$ cat config.mk
export PLATFORM = sky130hd
export DESIGN_NAME = if_id_fetch_buffer
export DESIGN_NICKNAME = d
export VERILOG_FILES = /design/src/rtl/if_id_fetch_buffer_pkg.sv /design/src/rtl/if_id_fetch_buffer_fetch_fifo.sv /design/src/rtl/if_id_fetch_buffer.sv
export SDC_FILE = /design/constraint.sdc
export NUM_CORES = 1
export LEC_CHECK = 0
export ABC_AREA = 1
export CAP_MARGIN = 25
export CORE_MARGIN = 2
export CORE_UTILIZATION = 50
export DETAILED_ROUTE_END_ITERATION = 12
export PLACE_DENSITY = 0.8
export SLEW_MARGIN = 10
export SYNTH_ARGS = -nofsm -noshare
export SYNTH_HDL_FRONTEND = slang
export SYNTH_SLANG_ARGS = --single-unit
export TNS_END_PERCENT = 20
$ cat constraint.sdc
create_clock -name i_clk -period 5.14 [get_ports i_clk]
set_input_delay 0.771 -clock i_clk [delete_from_list [all_inputs] [get_ports i_clk]]
set_output_delay 0.771 -clock i_clk [all_outputs]
set_load 0.03 [all_outputs]
$ cat src/rtl/if_id_fetch_buffer_pkg.sv
// Shared IF/ID pipeline types and constants.
// The buffered fetch entry is a packed {pc, instr} pair.
package if_id_fetch_buffer_pkg;

   localparam int XLEN = 32;
   localparam logic [XLEN-1:0] NOP_INSTR = 32'h0000_0013;

   typedef struct packed {
      logic [XLEN-1:0] pc;
      logic [XLEN-1:0] instr;
   } if_id_entry_t;

endpackage

$ cat src/rtl/if_id_fetch_buffer_fetch_fifo.sv
// Generic DEPTH x WIDTH circular FIFO with first-word fall-through read data.
// The write is visible one cycle later. Push is ignored when full, pop when empty, and clear wins over both.
module fetch_fifo #(
   parameter int DEPTH = 2,
   parameter int WIDTH = 64
) (
   input  logic             i_clk,
   input  logic             i_reset_n,
   input  logic             i_push,
   input  logic [WIDTH-1:0] i_wr_dat,
   input  logic             i_pop,
   input  logic             i_clear,
   output logic [WIDTH-1:0] o_rd_dat,
   output logic             o_full,
   output logic             o_empty
);

   localparam int PTR_W = $clog2(DEPTH);
   localparam int CNT_W = PTR_W + 1;

   logic [PTR_W-1:0] wr_ptr_q, wr_ptr_d;
   logic [PTR_W-1:0] rd_ptr_q, rd_ptr_d;
   logic [CNT_W-1:0] count_q, count_d;
   logic [WIDTH-1:0] mem_q [DEPTH];
   logic [WIDTH-1:0] mem_d [DEPTH];
   logic             push_ok;
   logic             pop_ok;

   assign o_full   = (count_q == CNT_W'(DEPTH));
   assign o_empty  = (count_q == '0);
   assign push_ok  = i_push & ~o_full;
   assign pop_ok   = i_pop & ~o_empty;
   assign o_rd_dat = mem_q[rd_ptr_q];

   always_comb begin
      wr_ptr_d = wr_ptr_q;
      rd_ptr_d = rd_ptr_q;
      count_d  = count_q;
      mem_d    = mem_q;
      if (i_clear) begin
         wr_ptr_d = '0;
         rd_ptr_d = '0;
         count_d  = '0;
      end else begin
         if (push_ok) begin
            mem_d[wr_ptr_q] = i_wr_dat;
            wr_ptr_d        = wr_ptr_q + PTR_W'(1);
         end
         if (pop_ok) begin
            rd_ptr_d = rd_ptr_q + PTR_W'(1);
         end
         // Simultaneous push and pop leaves the occupancy unchanged.
         case ({push_ok, pop_ok})
            2'b10:   count_d = count_q + CNT_W'(1);
            2'b01:   count_d = count_q - CNT_W'(1);
            default: count_d = count_q;
         endcase
      end
   end

   always_ff @(posedge i_clk or negedge i_reset_n) begin
      if (!i_reset_n) begin
         wr_ptr_q <= '0;
         rd_ptr_q <= '0;
         count_q  <= '0;
         for (int i = 0; i < DEPTH; i++) begin
            mem_q[i] <= '0;
         end
      end else begin
         wr_ptr_q <= wr_ptr_d;
         rd_ptr_q <= rd_ptr_d;
         count_q  <= count_d;
         mem_q    <= mem_d;
      end
   end

endmodule

$ cat src/rtl/if_id_fetch_buffer.sv
// IF->ID decoupling buffer: a fetched {pc, instr} pair reaches ID one cycle after capture.
// Stalls the PC register from registered fullness only, and an EX flush kills everything.
module if_id_fetch_buffer
   import if_id_fetch_buffer_pkg::*;
#(
   parameter int              DEPTH     = 2,
   parameter logic [XLEN-1:0] NOP_INSTR = if_id_fetch_buffer_pkg::NOP_INSTR
) (
   input  logic            i_clk,
   input  logic            i_reset_n,
   input  logic [XLEN-1:0] i_pc_if,
   input  logic [XLEN-1:0] i_instr_if,
   input  logic            i_valid_if,
   input  logic            i_stall_id,
   input  logic            i_flush,
   output logic [XLEN-1:0] o_pc_id,
   output logic [XLEN-1:0] o_pc4_id,
   output logic [XLEN-1:0] o_instr_id,
   output logic            o_valid_id,
   output logic            o_stall_if
);

   if_id_entry_t wr_entry;
   if_id_entry_t head;
   logic         push;
   logic         pop;
   logic         full;
   logic         empty;

   assign wr_entry = '{pc: i_pc_if, instr: i_instr_if};

   // Flush dominates: no push or pop is issued in the flush cycle.
   assign push = i_valid_if & ~full & ~i_flush;
   assign pop  = o_valid_id & ~i_stall_id & ~i_flush;

   fetch_fifo #(
      .DEPTH (DEPTH),
      .WIDTH ($bits(if_id_entry_t))
   ) u_fifo (
      .i_clk     (i_clk),
      .i_reset_n (i_reset_n),
      .i_push    (push),
      .i_wr_dat  (wr_entry),
      .i_pop     (pop),
      .i_clear   (i_flush),
      .o_rd_dat  (head),
      .o_full    (full),
      .o_empty   (empty)
   );

   assign o_valid_id = ~empty;
   assign o_stall_if = full;
   assign o_pc_id    = o_valid_id ? head.pc : '0;
   assign o_instr_id = o_valid_id ? head.instr : NOP_INSTR;
   assign o_pc4_id   = o_pc_id + 32'd4;

endmodule

Yosys cells after proc, flatten, opt, wreduce, memory -nomap -nowiden
Index checks and enable logic that the tools add are counted.
{ "classes": {"muxes": 14, "n_mul": 0, "n_eq_ne": 3, "magnitude_cmp": 3, "shift": 0, "reduce_logical": 6, "add_sub_neg": 5, "bitwise_logic": 12, "div_mod_pow": 0} }
{ "ops": {"columns": ["operator", "count"], "rows": [
  ["64-bit 2-to-1 mux", 4],
  ["128-bit bitwise mux", 1],
  ["64-bit demux with 1-bit select", 1],
  ["32-bit 2-to-1 mux", 2],
  ["32-bit by 3-bit adder with 32-bit output (second input constant)", 1],
  ["1-bit bitwise AND", 6],
  ["2-bit == test (second input constant)", 2],
  ["2-bit >= comparator (second input constant)", 2],
  ["1-bit 2-to-1 mux", 4],
  ["1-bit NOT", 4],
  ["1-bit NOT with 2-bit output", 2],
  ["2-bit one-hot mux with 2 select lines", 1],
  ["2-bit nonzero test", 2],
  ["3-bit nonzero test", 1],
  ["1-bit adder (second input constant)", 2],
  ["2-bit by 1-bit adder with 2-bit output (second input constant)", 1],
  ["2-bit by 1-bit == test with 1-bit output (second input constant)", 1],
  ["2-bit logical NOT", 1],
  ["2-bit by 1-bit less-than comparator with 1-bit output (second input constant)", 1],
  ["2-bit 2-to-1 mux", 1],
  ["2-bit AND reduction", 1],
  ["2-bit by 1-bit subtractor with 2-bit output (second input constant)", 1],
  ["1-bit logical AND", 1]
]} }
{ "totals": {"input_bits": 69, "rom_bits": 0, "mem_count": 0, "out_inout_bits": 98, "elab_cells": 48, "ram_bits": 0, "latch_bits": 0, "ff_bits": 132} }

Logic depth before layout (Yosys ltp)
{ "logic_depth": {"word_depth": 8, "mapped_depth": 12, "mapped_depth_nobuf": 12} }

Modules after synthesis
Synthesis repeated with hierarchy kept, for this count alone.
{ "unflattened": {"hier_cells": 1035, "area_unflattened_um2": 7773.7} }
{ "by_module_without_submodules": {"columns": ["mod", "instances", "cells_each", "area_each_um2"], "rows": [
  ["fetch_fifo", 1, 718, 6314.8],
  ["if_id_fetch_buffer", 1, 317, 1458.9]
]} }

Least setup slack after synthesis
No wires, ideal clock.
{ "synth_timing": {"kind": "register to output", "from": "register u_fifo.count_q[1]", "to": "output port o_pc4_id[14]", "setup_slack_ns": 1.910, "path_stages_with_launch": 10, "arrival_time_ns": 2.459, "n_path_buf": 1, "path_cell_list": "dfrtp_1 -> nor2_4 -> clkbuf_1 -> a21oi_1 -> ha_1 -> inv_1 -> nor2_4 -> nand2_2 -> nor2_2 -> xor2_1"} }
{ "synth_via": {"elab_chain_cells": 3} }
{ "synth_lines": {"columns": ["item", "line", "source"], "rows": [
  ["from (decl)", "if_id_fetch_buffer_fetch_fifo.sv:23", "logic [CNT_W-1:0] count_q, count_d;"],
  ["from (signal assigned)", "if_id_fetch_buffer_fetch_fifo.sv:72", "count_q <= count_d;"],
  ["2-bit logical NOT", "if_id_fetch_buffer_fetch_fifo.sv:30", "assign o_empty = (count_q == '0);"],
  ["32-bit 2-to-1 mux", "if_id_fetch_buffer.sv:53", "assign o_pc_id = o_valid_id ? head.pc : '0;"],
  ["named net o_pc_id[3]", "if_id_fetch_buffer.sv:16", "output logic [XLEN-1:0] o_pc_id,"],
  ["32-bit by 3-bit adder with 32-bit output", "if_id_fetch_buffer.sv:55", "assign o_pc4_id = o_pc_id + 32'd4;"],
  ["to (decl)", "if_id_fetch_buffer.sv:17", "output logic [XLEN-1:0] o_pc4_id,"]
]} }
The timed path passes the listed nets, and every way through them passes these cells.

Worst setup path in the final report
{ "layout_timing": {"from": "register u_fifo.rd_ptr_q", "to": "output port o_pc4_id[12]"} }
{ "layout_via": {"elab_chain_cells": 6} }
{ "layout_lines": {"columns": ["item", "line", "source"], "rows": [
  ["from (decl)", "if_id_fetch_buffer_fetch_fifo.sv:22", "logic [PTR_W-1:0] rd_ptr_q, rd_ptr_d;"],
  ["from (signal assigned)", "if_id_fetch_buffer_fetch_fifo.sv:71", "rd_ptr_q <= rd_ptr_d;"],
  ["1-bit NOT with 2-bit output (not written as such)", "if_id_fetch_buffer_fetch_fifo.sv:33", "assign o_rd_dat = mem_q[rd_ptr_q];"],
  ["64-bit 2-to-1 mux (not written as such) (3 in a row)", "if_id_fetch_buffer_fetch_fifo.sv:33", null],
  ["32-bit 2-to-1 mux", "if_id_fetch_buffer.sv:53", null],
  ["32-bit by 3-bit adder with 32-bit output", "if_id_fetch_buffer.sv:55", null]
]} }
Every way passes these cells. The select of a mux whose other input is x is not followed.

==> metrics.log <==
[metrics] combined buffer and inverter count along the critical path: 3
[metrics] initial detailed-routing violation count: 520
[metrics] vertical extent of the die: 122.9 microns
[metrics] leading cell types in the layout, fill and taps excluded: nand2_1 (362), clkdlybuf4s50_1 (165), o21ai_0 (132)
[metrics] most common cell after layout, fill and taps aside: nand2_1
[metrics] DP Worst Slack: 1.155 ns
[metrics] clock tree from TritonCTS: done
[metrics] clk_lat worst skew: 0.41 ns
[metrics] number of placement rows: 43
[metrics] number of global-route vias before repair: 6232
[metrics] area of the core: 13830 sq um
[metrics] CTS Buf Count: 17
[metrics] DRT Pass-1 Iters: 6
[metrics] Total Power: 0.006004 W
[metrics] filler cell count: 1194
[metrics] Mapped Avg Cell Area: 7.333 sq um
[metrics] element type at the critical path start: register
[metrics] r2r worst-path depth: 7
[metrics] diode count: 0
[metrics] Final Util: 68.03%
[metrics] clock slew at the register clock pins of the worst setup and hold paths: 0.06 ns
[metrics] overall die width: 122.9 microns
[metrics] kind of cell with the highest combined delay on the critical path: buffers and inverters
[metrics] start of the worst register-to-register path: u_fifo.count_q[1]
[metrics] overall overflow remaining after global route: 0
[metrics] Final Instance Area: 9407 sq um
[metrics] Clock H-tree levels: 4
[metrics] number of antenna violations at the first check in global routing: 1
[metrics] final total negative setup slack: 0 ns
[metrics] count of hold buffers inserted by post-cts repair: 0
[metrics] achievable clock frequency: 227.0 MHz
[metrics] root buffer cell: clkbuf_16
[metrics] IO Port Bufs: 166
[metrics] critical path depth: 9
[metrics] worst hold-check path type: input pin to asynchronous set/reset pin
[metrics] Least-Margin Pin Slew: 0.9539 ns
[metrics] Worst Setup End Kind: output pin
[metrics] number of nets with antenna violations after routing: 0
[metrics] post-cts gate resize count: 0
[metrics] fin worst setup slack: 0.7339 ns
[metrics] largest net degree at the start of global routing: 84
[metrics] final count of pins violating max slew: 0
[metrics] via density per instance: 4.983
[metrics] maximum vdd ir drop: 0.3442 mV
[metrics] register-to-register path setup slack: 2.67 ns
[metrics] Yosys warning count: 0
[metrics] Slew headroom: 36.41%
[metrics] cell with the largest stage delay on the worst path: dfrtp_2
[metrics] number of post-CTS setup repair buffers: 0
[metrics] average wire per standard cell: 14.03 microns
[metrics] total leakage power: 4.601 nW
[metrics] final-report hold violation count: 0
[metrics] post-route clock period utilization: 85.72%
[metrics] final HPWL from detailed placement: 12420 microns
[metrics] path type of the worst setup path: register to output pin
[metrics] wire length after detailed routing: 18200 microns
[metrics] global-route wire length before repair: 30180 microns
[metrics] worst endpoint required time: 4.37 ns
[metrics] skew final: 0.004784 ns
[metrics] Longest Clk Path Bufs: 2
[metrics] Crit path largest cell delay: 0.99 ns
[metrics] cells after synthesis: 964
[metrics] all-layer global routing usage: 25.50%
[metrics] Netlist Area Pre-Place: 7069 sq um
[metrics] number of top-level pins: 167
[metrics] highest net fanout along the worst path: 47
[metrics] count of unique library cells instantiated by Yosys: 30
[metrics] Period minus WS final: 4.406 ns
[metrics] critical-path cell list: clkinv_4 -> nand2_1 -> a21oi_1 -> ha_1 -> inv_1 -> nor2_4 -> nand3b_1 -> xor2_1 -> clkdlybuf4s50_1
[metrics] share of layout cells above drive strength 1: 7.252%
[metrics] post-synthesis register bit count: 132
[metrics] CP Data Arrival Time: 3.64 ns
[metrics] die outline area: 15110 sq um
[metrics] number of nets at the end of the flow: 1174
[metrics] endpoints failing setup: 0
[metrics] run status: finished, final reports clean
[metrics] DRC violations left: 0
[metrics] Area growth, synth to finish: 33.06%
[metrics] Post-Syn Nets: 1034
[metrics] effective utilization at floorplan: 51.13%
[metrics] TritonCTS sink count: 132
[metrics] r2r endpoint: u_fifo.mem_q[12]
[metrics] DP Area: 8733 sq um
[metrics] timing startpoint of the critical path: u_fifo.rd_ptr_q
[metrics] routability congestion estimate: 0.9157
[metrics] routed via count: 6463
[metrics] fraction of the yosys area taken by sequential cells: 46.73%
[metrics] power density over cell area: 638.3 nW/um^2
[metrics] total of max-cap violations: 0
[metrics] setup repair after global routing missed its margin: false
## worst max-delay path by stage
stage	end
finish	o_pc4_id[12]
global route	o_pc4_id[12]
CTS	o_pc4_id[12]
detailed placement	o_pc4_id[12]
global placement	o_pc4_id[12]
floorplan	o_pc4_id[14]
## worst register-to-register path, stage by stage (launching register included)
cell and delay [ns]:
dfrtp_1 0.43, inv_1 0.09, nor2_2 0.06, nor2_1 0.33
nand3_4 0.58, buf_4 0.53, nand2_1 0.19, o21ai_0 0.12
## cell usage after synthesis (all sizes together)
master / number / share of area [%]
buf: 38 / 3.4
inv: 115 / 6.1
xor2: 16 / 2.0
clkinv: 1 / 0.12
nand3b: 1 / 0.11
nor2: 55 / 4.1
a21oi: 32 / 2.3
dfrtp: 132 / 47
nand3: 49 / 4.2
ha: 1 / 0.18
nor3: 1 / 0.071
clkbuf: 15 / 0.80
nand2: 371 / 20
o21ai: 135 / 9.6
or2: 2 / 0.18
## routing by layer
| layer | part of all wire (%) | up-vias | GRT usage [%] |
|---|---|---|---|
| met1 | 44 | 2992 | 33.83 |
| met5 | 0 | - | 0 |
| met2 | 48 | 200 | 42.37 |
| met3 | 6.7 | 13 | 6.227 |
| li1 | - | 3258 | - |
| met4 | 0.97 | 0 | 5.963 |
## logic make-up after synthesis
logic type / after synthesis / share of synthesized area, %
adder cells (fa/ha/maj): 1 / 0.1770
flip-flops: 132 / 46.73
AO/OA/AOI/OAI: 167 / 11.88
buffers and inverters: 169 / 10.50
XOR/XNOR: 16 / 1.982
AND/OR/NAND/NOR: 479 / 28.74
## sequential cells by signal, indices dropped and copies added, names as in the netlist
register and flops:
u_fifo.mem_q 128, u_fifo.count_q 2, u_fifo.rd_ptr_q 1, u_fifo.wr_ptr_q 1
## through the flow
| step | instances | hold slack, ns |
|---|---|---|
| after floorplan | 964 | 0.4451 |
| after global placement | 1264 | 0.4653 |
| after detailed placement | 1264 | 0.4728 |
| after CTS | 1296 | 0.4865 |
| after global routing | 1297 | 0.2312 |
| final | 1297 | 0.2287 |
## where the power goes
part	internal, W	total, W	switching (W)	leakage (nW)
registers	0.00152	0.00183	0.000305	1.65
clock network	0.000873	0.00130	0.000428	0.319
logic	0.00105	0.00288	0.00183	2.64
## cell type report
type	instances	area [sq um]	area share [%]
flip-flops and latches	132	3304	35.13
multi-input cells	663	3049	32.42
clock inverters	9	147.6	1.570
clock buffers	23	498.0	5.294
repair buffers	174	1739	18.49
inverters	116	442.9	4.709
well taps	180	225.2	2.394
(Power assumes the default switching activity.)
